## src/rtl/mem_arbiter_pkg.sv

```systemverilog
// Shared bus constants and types for the memory arbiter slice.
package mem_arbiter_pkg;

    localparam int unsigned ADDR_W = 17;
    localparam int unsigned DATA_W = 32;
    localparam int unsigned BE_W   = 4;

    // Per-cycle arbitration outcome for the current owner.
    typedef enum logic [1:0] {
        DEC_ROTATE = 2'd0,  // no hold requested: round-robin to next requester
        DEC_KEEP   = 2'd1,  // hold honoured: owner stays, counter advances
        DEC_EXPIRE = 2'd2,  // hold requested but budget used up: forced rotate
        DEC_DROP   = 2'd3   // owner stopped requesting: channel 0 takes the bus
    } arb_dec_e;

    // One channel's memory request beat.
    typedef struct packed {
        logic [BE_W-1:0]   be;
        logic [ADDR_W-1:0] addr;
        logic [DATA_W-1:0] data;
    } mem_beat_t;

endpackage

```

## src/rtl/mem_arbiter_rr_next.sv

```systemverilog
// Round-robin successor: first requesting channel after the owner, wrapping.
module rr_next
    import mem_arbiter_pkg::*;
#(
    parameter int unsigned N_CH = 4,
    parameter int unsigned OW   = 2
) (
    input  logic [OW-1:0]   i_owner,
    input  logic [N_CH-1:0] i_req,
    output logic [OW-1:0]   o_next
);

    logic        w_found;
    int unsigned w_idx;

    // Search owner+1 .. owner+N_CH modulo N_CH; the last step lands on the owner itself.
    always_comb begin
        o_next  = '0;
        w_found = 1'b0;
        w_idx   = 0;
        for (int unsigned k = 1; k <= N_CH; k++) begin
            w_idx = (32'(i_owner) + k) % N_CH;
            if (!w_found && (|(i_req & (N_CH'(1) << w_idx)))) begin
                w_found = 1'b1;
                o_next  = OW'(w_idx);
            end
        end
    end

endmodule

```

## src/rtl/mem_arbiter.sv

```systemverilog
// Memory arbiter: round-robin grant with bounded hold, channel 0 (CPU) as fallback.
module mem_arbiter
    import mem_arbiter_pkg::*;
#(
    parameter int unsigned N_CH     = 4,
    parameter int unsigned MAX_HOLD = 8
) (
    input  logic                     clock,
    input  logic                     reset,
    input  logic [N_CH-1:0]          running,
    input  logic [N_CH-1:0]          hold,
    input  logic [BE_W*N_CH-1:0]     write_en,
    input  logic [ADDR_W*N_CH-1:0]   address,
    input  logic [DATA_W*N_CH-1:0]   data_in,
    output logic [N_CH-1:0]          active,
    output logic [BE_W-1:0]          mem_write_en,
    output logic [ADDR_W-1:0]        memory_address,
    output logic [DATA_W-1:0]        memory_data,
    output logic                     hold_expired
);

    localparam int unsigned OW = $clog2(N_CH);
    localparam int unsigned CW = $clog2(MAX_HOLD + 1);

    logic [OW-1:0]   r_owner;
    logic [CW-1:0]   r_cnt;

    logic [N_CH-1:0] w_run;
    logic [OW-1:0]   w_grant;
    logic [OW-1:0]   w_rr;
    logic [OW-1:0]   w_owner_nxt;
    logic [CW-1:0]   w_cnt_nxt;
    arb_dec_e        w_dec;
    mem_beat_t       w_beat;

    // Channel 0 always counts as requesting.
    assign w_run = running | N_CH'(1);

    rr_next #(
        .N_CH (N_CH),
        .OW   (OW)
    ) u_rr_next (
        .i_owner (r_owner),
        .i_req   (w_run),
        .o_next  (w_rr)
    );

    // Grant the owner while it still requests, otherwise fall back to channel 0.
    always_comb begin
        w_grant = w_run[r_owner] ? r_owner : '0;
    end

    // Route the granted channel's request straight to memory.
    always_comb begin
        w_beat = '0;
        active = '0;
        active[w_grant] = 1'b1;
        for (int unsigned i = 0; i < N_CH; i++) begin
            if (w_grant == OW'(i)) begin
                w_beat.be   = write_en[i*BE_W +: BE_W];
                w_beat.addr = address[i*ADDR_W +: ADDR_W];
                w_beat.data = data_in[i*DATA_W +: DATA_W];
            end
        end
        mem_write_en   = w_beat.be;
        memory_address = w_beat.addr;
        memory_data    = w_beat.data;
    end

    // Classify this cycle and derive the next owner and hold counter.
    always_comb begin
        w_dec = DEC_ROTATE;
        if (!w_run[r_owner]) begin
            w_dec = DEC_DROP;
        end else if (hold[r_owner]) begin
            w_dec = (r_cnt < CW'(MAX_HOLD - 1)) ? DEC_KEEP : DEC_EXPIRE;
        end

        w_owner_nxt = w_rr;
        w_cnt_nxt   = '0;
        if (w_dec == DEC_KEEP) begin
            w_owner_nxt = r_owner;
            w_cnt_nxt   = r_cnt + CW'(1);
        end
    end

    // Expiry pulse is combinational with the forced rotation; reset masks it.
    assign hold_expired = reset && (w_dec == DEC_EXPIRE);

    // Owner and hold counter state; reset parks the bus on channel 0.
    always_ff @(posedge clock or negedge reset) begin
        if (!reset) begin
            r_owner <= '0;
            r_cnt   <= '0;
        end else begin
            r_owner <= w_owner_nxt;
            r_cnt   <= w_cnt_nxt;
        end
    end

endmodule

```

## config.mk

```make
export PLATFORM = sky130hd
export DESIGN_NAME = mem_arbiter
export DESIGN_NICKNAME = d
export VERILOG_FILES = /design/src/rtl/mem_arbiter_pkg.sv /design/src/rtl/mem_arbiter_rr_next.sv /design/src/rtl/mem_arbiter.sv
export SDC_FILE = /design/constraint.sdc
export NUM_CORES = 1
export LEC_CHECK = 0
export BUFFER_PORTS_ARGS = -buffer_cell sky130_fd_sc_hd__clkbuf_2
export CAP_MARGIN = 20
export CELL_PAD_IN_SITES_DETAIL_PLACEMENT = 0
export CELL_PAD_IN_SITES_GLOBAL_PLACEMENT = 1
export CORE_UTILIZATION = 27
export DETAILED_ROUTE_END_ITERATION = 16
export PLACE_DENSITY = 0.95
export SLEW_MARGIN = 15
export SYNTH_ARGS = -nofsm -noshare
export SYNTH_HDL_FRONTEND = slang
export SYNTH_HIERARCHICAL = 1
export SYNTH_SLANG_ARGS = --single-unit
```

## constraint.sdc

```tcl
create_clock -name clock -period 2.85 [get_ports clock]
set_input_delay 0.4275 -clock clock [delete_from_list [all_inputs] [get_ports clock]]
set_output_delay 0.4275 -clock clock [all_outputs]
set_load 0.02 [all_outputs]
```

==> impl_metrics.tcl <==
set metrics [dict create \
    run_status "finished, final reports clean" \
    dr_total_vias 4533 \
    critPathArrivalTime_ps 2170 \
    routed_wirelength_um 13700 \
    start_util_pct 27.7 \
    hpwlAfterDp_um 10600 \
    clk_latency_ps 230 \
    wire_per_inst_um 16.5 \
    worst_hold_slack_ps 25.9 \
    x_dimension_of_the_die_um 110 \
    drtPass1Iterations 6 \
    total_of_max_cap_violations 0 \
    postCtsSetupRepairBufs 0 \
    leakage_nw 2.46 \
    dieHeight_um 110 \
    design.portCount 280 \
    report.final.slew_viol_count 0 \
    core-area_mm2 0.0115 \
    min_path_type "input port to async pin" \
    cts.sink_count 6 \
    cp-start-kind "flip-flop" \
    pwr_density_cell_mw_per_mm2 913 \
    grt_max_degree 57 \
    final_core_util_pct 41.2 \
    postSynthAreaPerCell_um2 7.32 \
    first_global_vias 4250 \
    clkTransAtPathRegs_ps 40 \
    final_period_minus_worst_setup_slack_ps 2590 \
    grt-ovfl-total 0 \
    final_hold_viol_count 0 \
    viasPerCell 5.46 \
    post_route_cells_drive_above_1_share_pct 52.3 \
    worst-setup-path-type "flip-flop to primary output" \
    gp_congestion 0.910 \
    placementRows 39 \
    iteration_0_drc_markers 449 \
    synth-warning-count 6 \
    layout.cells.non_filler 830 \
    worst_clock_skew_ps 3.97 \
    critical_path.endpoint_type "primary output" \
    drc_errors 0 \
    finalNetCount 912 \
    area_growth_syn_to_layout_pct 48.7 \
    tritoncts "yes" \
    first_pass_grt_wire_length_um 21500 \
    synth_area_mm2 0.00318 \
    finalSetupTns_ps 0 \
    placement.io_buffers 278 \
    cts.repair.resized 0 \
    unrepaired_setup_endpoints_after_global_routing "no" \
    placement.setup.worst_slack_ps 505 \
    finish.instance_area_mm2 0.00473 \
    dp_cells 823 \
    worst-endpoint-required_ps 2420 \
    synth_enable_flop_cells 0 \
    dominantRegCellSynth "sky130_fd_sc_hd__dfrtp_1" \
    achievable-frequency_mhz 385 \
    report.final.setup_viol 0 \
    synth_cell_types 44 \
    hold_buffer_count_at_cts 0 \
    route.antenna.remaining_nets 0 \
    async_flop_share_pct 100 \
    placedInstanceArea_mm2 0.00464 \
    design.die.area_mm2 0.0122 \
    cts_buffer_depth 2 \
    global_route.usage.total_pct 21.1 \
    fin_total_pwr_mw 4.32 \
    post_synth_inst_count 434 \
    finalCritPeriodShare_pct 91.0 \
    number_of_antenna_violations_at_the_first_check_in_global_routing 3 \
    ir_worst_vdd_mv 0.566 \
    final.setup.worst_slack_ps 256 \
    cts-buffers-inserted 3 \
    crit_path_max_fanout 21 \
    htree_num_levels 1 \
    seq_total_area_yosys_pct 4.72 \
    clock_tree.root_cell "sky130_fd_sc_hd__clkbuf_16" \
    yosys_register_bits 6 \
]
## placed cells by master, fill, tap and decap left out, types with 2 or more instances in the layout
cell and instances:
sky130_fd_sc_hd__a21oi_1 4, sky130_fd_sc_hd__a22o_1 3, sky130_fd_sc_hd__a22oi_1 104, sky130_fd_sc_hd__a22oi_2 40, sky130_fd_sc_hd__a311oi_1 2, sky130_fd_sc_hd__buf_12 4
sky130_fd_sc_hd__buf_4 13, sky130_fd_sc_hd__clkbuf_16 3, sky130_fd_sc_hd__clkbuf_2 278, sky130_fd_sc_hd__conb_1 4, sky130_fd_sc_hd__dfrtp_1 5, sky130_fd_sc_hd__diode_2 3
sky130_fd_sc_hd__ha_1 5, sky130_fd_sc_hd__inv_1 49, sky130_fd_sc_hd__mux2_2 7, sky130_fd_sc_hd__mux2i_1 15, sky130_fd_sc_hd__nand2_1 12, sky130_fd_sc_hd__nand3_1 2
sky130_fd_sc_hd__nor2_1 6, sky130_fd_sc_hd__nor2_4 2, sky130_fd_sc_hd__o211ai_1 7, sky130_fd_sc_hd__o21ai_0 51, sky130_fd_sc_hd__o21ai_1 2, sky130_fd_sc_hd__o22ai_1 46
## critical path: stages, from the launching register on
cell and delay (ps):
sky130_fd_sc_hd__dfrtp_1 640, sky130_fd_sc_hd__nand2b_4 400, sky130_fd_sc_hd__buf_4 290, sky130_fd_sc_hd__o21ai_0 130
sky130_fd_sc_hd__a22oi_1 200, sky130_fd_sc_hd__a22oi_2 90, sky130_fd_sc_hd__clkbuf_2 170
## state kept, by name, indices dropped and copies added, names as in the netlist
signal and flops:
r_owner 2, r_cnt 4
## metal layers
| layer | up-vias | global-route usage [%] | share of wire, % | wire [um] |
|---|---|---|---|---|
| met3 | 23 | 5.10 | 8.1 | 1100 |
| met5 | - | 0 | 0 | 0 |
| li1 | 2224 | - | - | - |
| met4 | 0 | 5.78 | 2.2 | 301 |
| met2 | 210 | 36.0 | 48 | 6520 |
| met1 | 2076 | 26.3 | 42 | 5790 |
## power breakdown
part,total (mW),internal (mW),switching (mW)
clock network,0.235,0.186,0.0492
registers,0.240,0.120,0.121
logic,3.84,1.49,2.35
## area by class of cell
type | count | area, um2
Tap cell | 143 | 179
Fill cell | 1228 | 6740
Multi-Input combinational cell | 329 | 2550
Antenna cell | 3 | 7.51
Timing Repair Buffer | 295 | 1570
Inverter | 50 | 188
Sequential cell | 6 | 154
Clock buffer | 4 | 78.8
## path summary, 6_finish.rpt
kind	slack [ps]	start	endpoint	cells past startpoint
hold reg to reg	470	r_cnt[0]$_DFF_PN0_	r_cnt[0]$_DFF_PN0_	1
setup / recovery	260	r_owner[0]$_DFFE_PN0N_	memory_data[21]	6
min in group clock	470	r_cnt[0]$_DFF_PN0_	r_cnt[0]$_DFF_PN0_	1
max in group asynchronous	2640	reset	r_owner[1]$_DFFE_PN0N_	1
hold / removal	30	reset	r_cnt[2]$_DFF_PN0_	1
setup reg to reg	550	r_owner[0]$_DFFE_PN0N_	r_owner[1]$_DFFE_PN0N_	7
## synthesized netlist by cell type, drive strengths merged, types with 2 or more instances
master,count,area (um2)
mux2,8,93.8
nand2,14,62.6
mux2i,15,150
a311oi,2,17.5
dfrtp,6,150
ha,5,62.6
o211ai,8,73.8
o22ai,46,288
inv,50,188
o21ai,54,282
a22o,3,26.3
clkbuf,15,56.3
a21oi,5,28.8
buf,37,249
nor2,8,40.0
a22oi,144,1280
nand3,2,10.0
## cell families (layout without fill, tap and decap cells)
family / count (synthesis) / count (layout) / synth area share (%)
buffers and inverters: 102 / 349 / 15.5
DFF: 6 / 6 / 4.72
and+or+nand+nor: 29 / 29 / 4.92
muxes: 23 / 23 / 7.68
adders and majority gates: 5 / 5 / 1.97
other: 1 / 7 / 0.118
AOI/OAI and AO/OA: 268 / 268 / 65.1
No activity file was read; power rests on OpenSTA's default activity.
